[src/rtl/puf_seq_pkg.sv]
// Shared definitions for the PUF challenge/response sequencer:
// sequencer state encoding, a constant-foldable ceil(log2) helper and the
// challenge word width.
package puf_seq_pkg;

    localparam int WORD_W = 64;

    typedef enum logic [2:0] {
        IDLE  = 3'd0,
        FIRE  = 3'd1,
        WAIT  = 3'd2,
        REARM = 3'd3,
        DONE  = 3'd4
    } state_e;

    // ceil(log2(value)); returns 0 for value <= 1
    function automatic int clog2(input int value);
        int result;
        int v;
        result = 0;
        v      = value - 1;
        while (v > 0) begin
            result = result + 1;
            v      = v >> 1;
        end
        return result;
    endfunction

endpackage

[src/rtl/puf_maj_vote.sv]
// Per-bit majority voter: K saturating vote counters with synchronous clear
// and accumulate enable. maj_o[i] is high when more than half of REPS
// evaluations returned 1 on bit i. Instantiated only under PUF_MAJ_VOTE_EN.
module puf_maj_vote
    import puf_seq_pkg::*;
#(
    parameter int K    = 6,
    parameter int REPS = 5
) (
    input  logic         clk,
    input  logic         rst,
    input  logic         clr_i,
    input  logic         acc_i,
    input  logic [K-1:0] bits_i,
    output logic [K-1:0] maj_o
);

    localparam int CW = (clog2(REPS + 1) < 1) ? 1 : clog2(REPS + 1);

    logic [CW-1:0] cnt_q [K];
    logic [CW-1:0] cnt_d [K];

    // next count per bit (clear wins, saturate at REPS) and majority decision
    always_comb begin
        for (int i = 0; i < K; i++) begin
            cnt_d[i] = cnt_q[i];
            if (clr_i) begin
                cnt_d[i] = '0;
            end else if (acc_i && bits_i[i] && (cnt_q[i] != CW'(REPS))) begin
                cnt_d[i] = cnt_q[i] + CW'(1);
            end
            maj_o[i] = (cnt_q[i] > CW'(REPS / 2));
        end
    end

    // vote counter registers
    always_ff @(posedge clk or posedge rst) begin
        if (rst) begin
            for (int i = 0; i < K; i++) begin
                cnt_q[i] <= '0;
            end
        end else begin
            for (int i = 0; i < K; i++) begin
                cnt_q[i] <= cnt_d[i];
            end
        end
    end

endmodule

[src/rtl/puf_chal_resp_seq.sv]
// Challenge assembly and evaluation sequencer for an N-bit, K-output PUF.
// Challenge words are written only while idle; start launches FIRE -> WAIT ->
// REARM (repeated per evaluation) -> DONE, with a TMO-cycle timeout in each
// wait state. Define PUF_MAJ_VOTE_EN to evaluate REPS times and return the
// per-bit majority; otherwise a single evaluation is captured.
// Handshake: puf_ready is a level sampled on the same clock; a response is
// taken on the first cycle in WAIT with puf_ready high, and the PUF must drop
// puf_ready again (seen in REARM) before the next launch or DONE.
module puf_chal_resp_seq
    import puf_seq_pkg::*;
#(
    parameter int  N      = 128,
    parameter int  K      = 6,
    parameter int  TRIG_W = 4,
    parameter int  TMO    = 1023,
    parameter int  REPS   = 5,
    localparam int NW     = N / WORD_W,
    localparam int IDXW   = (clog2(NW) < 1) ? 1 : clog2(NW)
) (
    input  logic            clk,
    input  logic            rst,
    input  logic            clr,
    input  logic            wr_en,
    input  logic [IDXW-1:0] wr_idx,
    input  logic [63:0]     wr_data,
    input  logic            start,
    output logic [N-1:0]    challenge,
    output logic            trig,
    input  logic            puf_ready,
    input  logic [K-1:0]    puf_resp,
    output logic [K-1:0]    resp,
    output logic            resp_valid,
    output logic            busy,
    output logic            err,
    output state_e          dbg_state_o
);

`ifdef PUF_MAJ_VOTE_EN
    localparam int REPS_EFF = REPS;
`else
    localparam int REPS_EFF = 1;
`endif

    localparam int CNT_MAX = (TMO > TRIG_W) ? TMO : TRIG_W;
    localparam int CNT_W   = (clog2(CNT_MAX + 1) < 1) ? 1 : clog2(CNT_MAX + 1);
    localparam int RW      = (clog2(REPS + 1) < 1) ? 1 : clog2(REPS + 1);

    state_e           state_q, state_d;
    logic [CNT_W-1:0] cnt_q, cnt_d;
    logic [RW-1:0]    reps_q, reps_d;
    logic [N-1:0]     challenge_q, challenge_d;
    logic [K-1:0]     resp_q, resp_d;
    logic             err_q, err_d;
    logic             vote_clr, vote_acc;
    logic [K-1:0]     eval_resp;

`ifdef PUF_MAJ_VOTE_EN
    puf_maj_vote #(
        .K    (K),
        .REPS (REPS)
    ) u_vote (
        .clk    (clk),
        .rst    (rst),
        .clr_i  (vote_clr),
        .acc_i  (vote_acc),
        .bits_i (puf_resp),
        .maj_o  (eval_resp)
    );
`else
    logic [K-1:0] cap_q;

    // single-shot capture of the PUF response taken in WAIT
    always_ff @(posedge clk or posedge rst) begin
        if (rst) begin
            cap_q <= '0;
        end else if (vote_acc) begin
            cap_q <= puf_resp;
        end
    end

    assign eval_resp = cap_q;
`endif

    // next-state, counters, challenge writes and result update
    always_comb begin
        state_d     = state_q;
        cnt_d       = cnt_q;
        reps_d      = reps_q;
        challenge_d = challenge_q;
        resp_d      = resp_q;
        err_d       = err_q;
        vote_clr    = 1'b0;
        vote_acc    = 1'b0;
        case (state_q)
            IDLE: begin
                if (clr) begin
                    challenge_d = '0;
                end else if (wr_en) begin
                    for (int w = 0; w < NW; w++) begin
                        if (wr_idx == IDXW'(w)) begin
                            challenge_d[w*WORD_W +: WORD_W] = wr_data;
                        end
                    end
                end
                if (start) begin
                    state_d  = FIRE;
                    cnt_d    = '0;
                    reps_d   = '0;
                    err_d    = 1'b0;
                    vote_clr = 1'b1;
                end
            end
            FIRE: begin
                if (cnt_q == CNT_W'(TRIG_W - 1)) begin
                    state_d = WAIT;
                    cnt_d   = '0;
                end else begin
                    cnt_d = cnt_q + CNT_W'(1);
                end
            end
            WAIT: begin
                if (puf_ready) begin
                    vote_acc = 1'b1;
                    reps_d   = reps_q + RW'(1);
                    state_d  = REARM;
                    cnt_d    = '0;
                end else if (cnt_q == CNT_W'(TMO)) begin
                    state_d = DONE;
                    err_d   = 1'b1;
                    resp_d  = '0;
                end else begin
                    cnt_d = cnt_q + CNT_W'(1);
                end
            end
            REARM: begin
                if (!puf_ready) begin
                    cnt_d = '0;
                    if (reps_q == RW'(REPS_EFF)) begin
                        state_d = DONE;
                        resp_d  = eval_resp;
                    end else begin
                        state_d = FIRE;
                    end
                end else if (cnt_q == CNT_W'(TMO)) begin
                    state_d = DONE;
                    err_d   = 1'b1;
                    resp_d  = '0;
                end else begin
                    cnt_d = cnt_q + CNT_W'(1);
                end
            end
            DONE: begin
                state_d = IDLE;
            end
            default: begin
                state_d = IDLE;
            end
        endcase
    end

    // sequencer and datapath registers
    always_ff @(posedge clk or posedge rst) begin
        if (rst) begin
            state_q     <= IDLE;
            cnt_q       <= '0;
            reps_q      <= '0;
            challenge_q <= '0;
            resp_q      <= '0;
            err_q       <= 1'b0;
        end else begin
            state_q     <= state_d;
            cnt_q       <= cnt_d;
            reps_q      <= reps_d;
            challenge_q <= challenge_d;
            resp_q      <= resp_d;
            err_q       <= err_d;
        end
    end

    assign challenge   = challenge_q;
    assign trig        = (state_q == FIRE);
    assign busy        = (state_q == FIRE) || (state_q == WAIT) || (state_q == REARM);
    assign resp_valid  = (state_q == DONE);
    assign resp        = resp_q;
    assign err         = err_q;
    assign dbg_state_o = state_q;

endmodule
[config.mk]
export PLATFORM = sky130hd
export DESIGN_NAME = puf_chal_resp_seq
export DESIGN_NICKNAME = d
export VERILOG_FILES = /design/src/rtl/puf_seq_pkg.sv /design/src/rtl/puf_maj_vote.sv /design/src/rtl/puf_chal_resp_seq.sv
export SDC_FILE = /design/constraint.sdc
export NUM_CORES = 1
export LEC_CHECK = 0
export ABC_AREA = 1
export CORE_ASPECT_RATIO = 1.5
export CORE_MARGIN = 4
export CORE_UTILIZATION = 47
export DETAILED_ROUTE_END_ITERATION = 16
export GPL_TIMING_DRIVEN = 0
export PLACE_DENSITY_LB_ADDON = 0.15
export SLEW_MARGIN = 20
export SYNTH_ARGS = -nofsm -noshare
export SYNTH_HDL_FRONTEND = slang
export SYNTH_SLANG_ARGS = --single-unit
[constraint.sdc]
create_clock -name clk -period 5.6 [get_ports clk]
set_input_delay 0.56 -clock clk [delete_from_list [all_inputs] [get_ports clk]]
set_output_delay 0.56 -clock clk [all_outputs]
set_load 0.005 [all_outputs]
; ---- Word level (Yosys, flattened, before mapping)
; Index checks and enable logic that the tools add are counted.
[op_classes]
bitwise_logic = 0
multipliers = 0
n_lt_le_gt_ge = 0
add_sub_neg = 2
n_div = 0
n_reduce_logical = 16
shift = 0
muxes = 32
eq_ne = 14
[op_table]
columns = operator, count
row1 = $mux W128, 2
row2 = $mux W64, 2
row3 = $mux W10, 5
row4 = $pmux W10 S4, 1
row5 = $mux W3, 8
row6 = $mux W6, 4
row7 = $pmux W3 S4, 1
row8 = $pmux W6 S2, 1
row9 = $reduce_and A3 Y1, 4
row10 = $add A10 B1 Y10 const B, 1
row11 = $eq A10 B10 Y1 const B, 1
row12 = $eq A10 B2 Y1 const B, 1
row13 = $ne A2 B2 Y1 const B, 5
row14 = $reduce_bool A2 Y1, 4
row15 = $eq A3 B1 Y1 const B, 2
row16 = $eq A3 B2 Y1 const B, 2
row17 = $mux W1, 6
row18 = $pmux W3 S2, 1
row19 = $reduce_and A2 Y1, 2
row20 = $reduce_and A4 Y1, 1
row21 = $reduce_bool A4 Y1, 1
row22 = $add A3 B1 Y3 const B, 1
row23 = $eq A3 B3 Y1 const B, 1
row24 = $logic_not A3 Y1, 1
row25 = other kinds (5), 6
[totals]
rom_bits = 0
ramBits = 0
regBits = 157
n_memories = 0
latchBits = 0
word_cells = 72
output_inout_bits = 141

; ---- Depth between registers and ports, before layout
[depth]
word_depth = 4
mapped_depth = 10

; ---- Least setup slack after synthesis
; Ideal clock, no wire load.
[synth_path]
path_kind = register to register
startpoint = register state_q[2] (netlist: dbg_state_o[2])
endpoint = register challenge_q[119] (netlist: challenge[119])
setup_slack_ns = 4.039
n_path_buf = 1
path_stages_with_launch = 6
required_time_ns = 5.475
arrival_ns = 1.436
period_less_slack_ns = 1.561
path_cell_list = dfrtp_1 > inv_2 > nand3_2 > nor2_4 > buf_4 > mux2_2
[synth_via]
elab_chain_cells = 2
[synth_lines]
columns = element, line_no
row1 = "start, declared", puf_chal_resp_seq.sv:48  ; state_e state_q, state_d;
row2 = "start signal, assigned", puf_chal_resp_seq.sv:171  ; state_q <= state_d;
row3 = $logic_not A3 Y1, puf_chal_resp_seq.sv:94  ; case (state_q)
row4 = $reduce_and A3 Y1 (no line), n/a
row5 = "end signal, assigned", puf_chal_resp_seq.sv:174  ; challenge_q <= challenge_d;
row6 = "end, declared", puf_chal_resp_seq.sv:51  ; logic [N-1:0] challenge_q, challenge_d;
; Every way passes these cells.
; A chain may end at the register's enable or synchronous reset.

; ---- Worst setup path after layout
[layout_path]
startpoint = register state_q[2] (netlist: dbg_state_o[2])
endpoint = output trig
[layout_via]
elab_chain_cells = 1
[layout_lines]
columns = element, line_no
row1 = $eq A3 B1 Y1, puf_chal_resp_seq.sv:181  ; assign trig = (state_q == FIRE);
row2 = "end, declared", puf_chal_resp_seq.sv:28  ; output logic trig,
; Every way passes these cells.

==> results.cfg <==
[drt]
drc = 0
ant_nets = 0
drt-pass1-iter-count = 5
vias = 5210
wl_per_cell_um = 16.17
via_per_inst = 4.892
dr.first_iter.drc_count = 141
routed_wirelength_um = 17220

[layout]
final_cell_mix = clkdlybuf4s50_1, dfrtp_1, mux2_2, inv_1, nand2_1
final_nets = 940
diodes = 0
final_layout_size_suffix_gt1_share_pct = 20.85
syn_to_final_growth_pct = 43.50
post-route-util_pct = 69.69
mostFrequentLayoutCell = clkdlybuf4s50_1

[setup_path]
worst-path-buf-inv = 1
cp_cell_sequence = nor3_2 > clkdlybuf4s50_1
rr_endpoint = challenge[4]
crit_arrival_ns = 1.97
reg2reg_slack_ns = 3.73
cp_slowest_stage_delay_ns = 0.61
critPathRequiredTime_ns = 5.04
path_depth = 2
crit_slowest_cell = clkdlybuf4s50_1
crit_fanout = 6
cp-end-kind = output pin
r2r_cells = 5
critPathLaunchType = register
timing.rr.start = dbg_state_o[2]
worstSetupPathType = register to output pin
critPathTopFamily = buffers and inverters

[timing]
period_needed_ns = 2.526
skew_ns = 0.01290
fmax_mhz = 395.9
setup_viol = 0
hold_viol_final = 0
slew_violations = 0
slew_headroom_pct = 59.34
fin_crit_sh_pct = 45.10
fin_ws_ns = 3.074
fin_tns_setup_ns = 0
tightest_slew_ns = 0.6099
rsz0062_at_grt = no

[flow_run]
max_cap_viol_count = 0

[placement]
gp_congestion = 0.8640
dp_slack_ns = 3.146
dp_hpwl_um = 13130
io_buffer_count = 217

[global_routing]
grt_overflow = 0
track_usage_pct = 20.98
grt_antenna_before_repair = 0
grt_first_pass_wirelength_um = 27520
grt_pass1_vias = 5460
grt_max_degree = 110

[clock_tree]
cts_sinks = 157
cts.clk_slew.worst_paths_ns = 0.07
root_buffer = clkbuf_16
ctsHoldBuffers = 0
ctsResizeCount = 0
clk_latency_ns = 0.41
htreeDepth = 4
cts_buffers = 17
cts_tree = done
post_cts_buffers = 0
clockBufferDepth = 2

[floorplan]
dieWidth_um = 106.9
die_h_um = 156.3
start_util_pct = 48.56
rows = 53
core_area_um2 = 14190
die_area_um2 = 16700
ioPinCount = 218

[yosys]
synth_area_um2 = 6892
ys_warn_count = 0
ys.flop_type = dfrtp_1
ys_seq_area_share_pct = 57.01
ys_types = 32
synth-async-reset-ratio_pct = 100.0
ys_seq_elements = 157
synth_edf_count = 0
netlist_instances = 623
avgSynthCellArea_um2 = 11.06
syn-num-nets = 703

[power_and_ir_drop]
comb_power_share_pct = 41.8
peakVddDrop_v = 0.0003708
p_leak_nw = 4.752
p_sw_mw = 1.497
total_power_mw = 5.063
seqPwrFrac_pct = 37.2
power_frac_clock_pct = 21.0
switching_share_pct = 29.57
internal_power_mw = 3.566
p_per_area_nw_per_um2 = 511.9

[hold_path]
whs_endpoint = cap_q[0]
hold_class = register to register
min_from = cap_q[0]
holdPathStages = 2

[status]
outcome = completed
==> cell type report <==
| cell class | instances | area [µm²] |
|---|---|---|
| Tap cell | 192 | 240.2 |
| Fill cell | 1137 | 4302 |
| Buffer | 20 | 122.6 |
| Sequential cell | 157 | 3929 |
| Timing Repair Buffer | 218 | 2200 |
| Clock inverter | 12 | 113.9 |
| Inverter | 91 | 350.3 |
| Clock buffer | 20 | 436.7 |
| Multi-Input combinational cell | 355 | 2497 |
==> through the flow <==
step / hold WS [ns] / cell area, µm² / instances
finish: 0.4801 / 9889 / 1065
global route: 0.5011 / 9889 / 1065
CTS: 0.4854 / 9889 / 1065
detailed placement: 0.4665 / 9339 / 1033
global placement: 0.4609 / 9304 / 1032
floorplan: 0.4496 / 6892 / 623
==> worst max-delay path by stage <==
| stage | startpoint | endpoint | slack (ns) |
|---|---|---|---|
| 2_1_floorplan | rst | cap_q[0] | 0.81 |
| 3_3_place_gp | rst | cap_q[3] | -1.12 |
| 3_5_place_dp | clr | challenge[0] | 3.15 |
| 4_1_cts | dbg_state_o[2] | trig | 3.08 |
| 5_1_grt | dbg_state_o[2] | trig | 2.99 |
| 6_report | dbg_state_o[2] | trig | 3.07 |
==> power by group through the flow <==
stage	Combinational (mW)	Clock [mW]	Sequential (mW)
6_report	2.12	1.06	1.88
5_1_grt	2.28	1.15	1.94
4_1_cts	2.16	1.09	1.89
3_5_place_dp	2.15	0	1.90
3_3_place_gp	2.10	0	1.87
2_1_floorplan	0.879	0	1.91
==> synth_stat cells, types with 2 or more instances <==
cell type	n	area share, %
inv_1	86	4.7
o21bai_1	4	0.44
nor2_4	3	0.49
buf_4	12	1.3
nand4_1	5	0.45
ha_1	3	0.54
o21ai_0	6	0.44
dfrtp_1	157	57
nand2_2	2	0.18
nor2_2	4	0.36
mux2_1	10	1.6
nor2_1	73	4.0
nand2_1	81	4.4
buf_2	2	0.15
clkbuf_1	5	0.27
nand3b_1	3	0.33
nor3_1	3	0.22
inv_2	4	0.22
nand3_1	26	1.9
mux2_2	118	19
a21oi_1	4	0.29
o22ai_1	2	0.18
==> sequential cells by signal (all words and copies together) (netlist names) <==
| signal | flops |
|---|---|
| dbg_state_o | 3 |
| challenge | 128 |
| err | 1 |
| reps_q | 3 |
| cnt_q | 10 |
| cap_q | 6 |
| resp | 6 |
==> per-layer routing <==
layer | global-route usage [%] | share of wire, % | vias to the layer above
met5 | 0 | 0 | -
met4 | 8.349 | 3.0 | 0
met3 | 4.787 | 5.2 | 27
met2 | 39.07 | 54 | 165
met1 | 22.82 | 37 | 2538
li1 | - | - | 2480
==> worst reg2reg max path, cell delays in order (launching register included) <==
cell and delay (ns):
dfrtp_1 0.46, inv_2 0.12, nand3_2 0.16, nor2_4 0.36
buf_4 0.29, mux2_2 0.36
==> kinds of logic after synthesis <==
| logic type | count (synthesis) | synth area share [%] |
|---|---|---|
| AO/OA/AOI/OAI | 20 | 1.925 |
| XOR/XNOR | 2 | 0.2542 |
| adder cells (fa/ha/maj) | 3 | 0.5447 |
| buffers and inverters | 111 | 6.754 |
| flip-flops | 157 | 57.01 |
| multiplexers | 128 | 20.91 |
| AND/OR/NAND/NOR | 202 | 12.60 |
No activity file was read; power rests on OpenSTA's default activity.
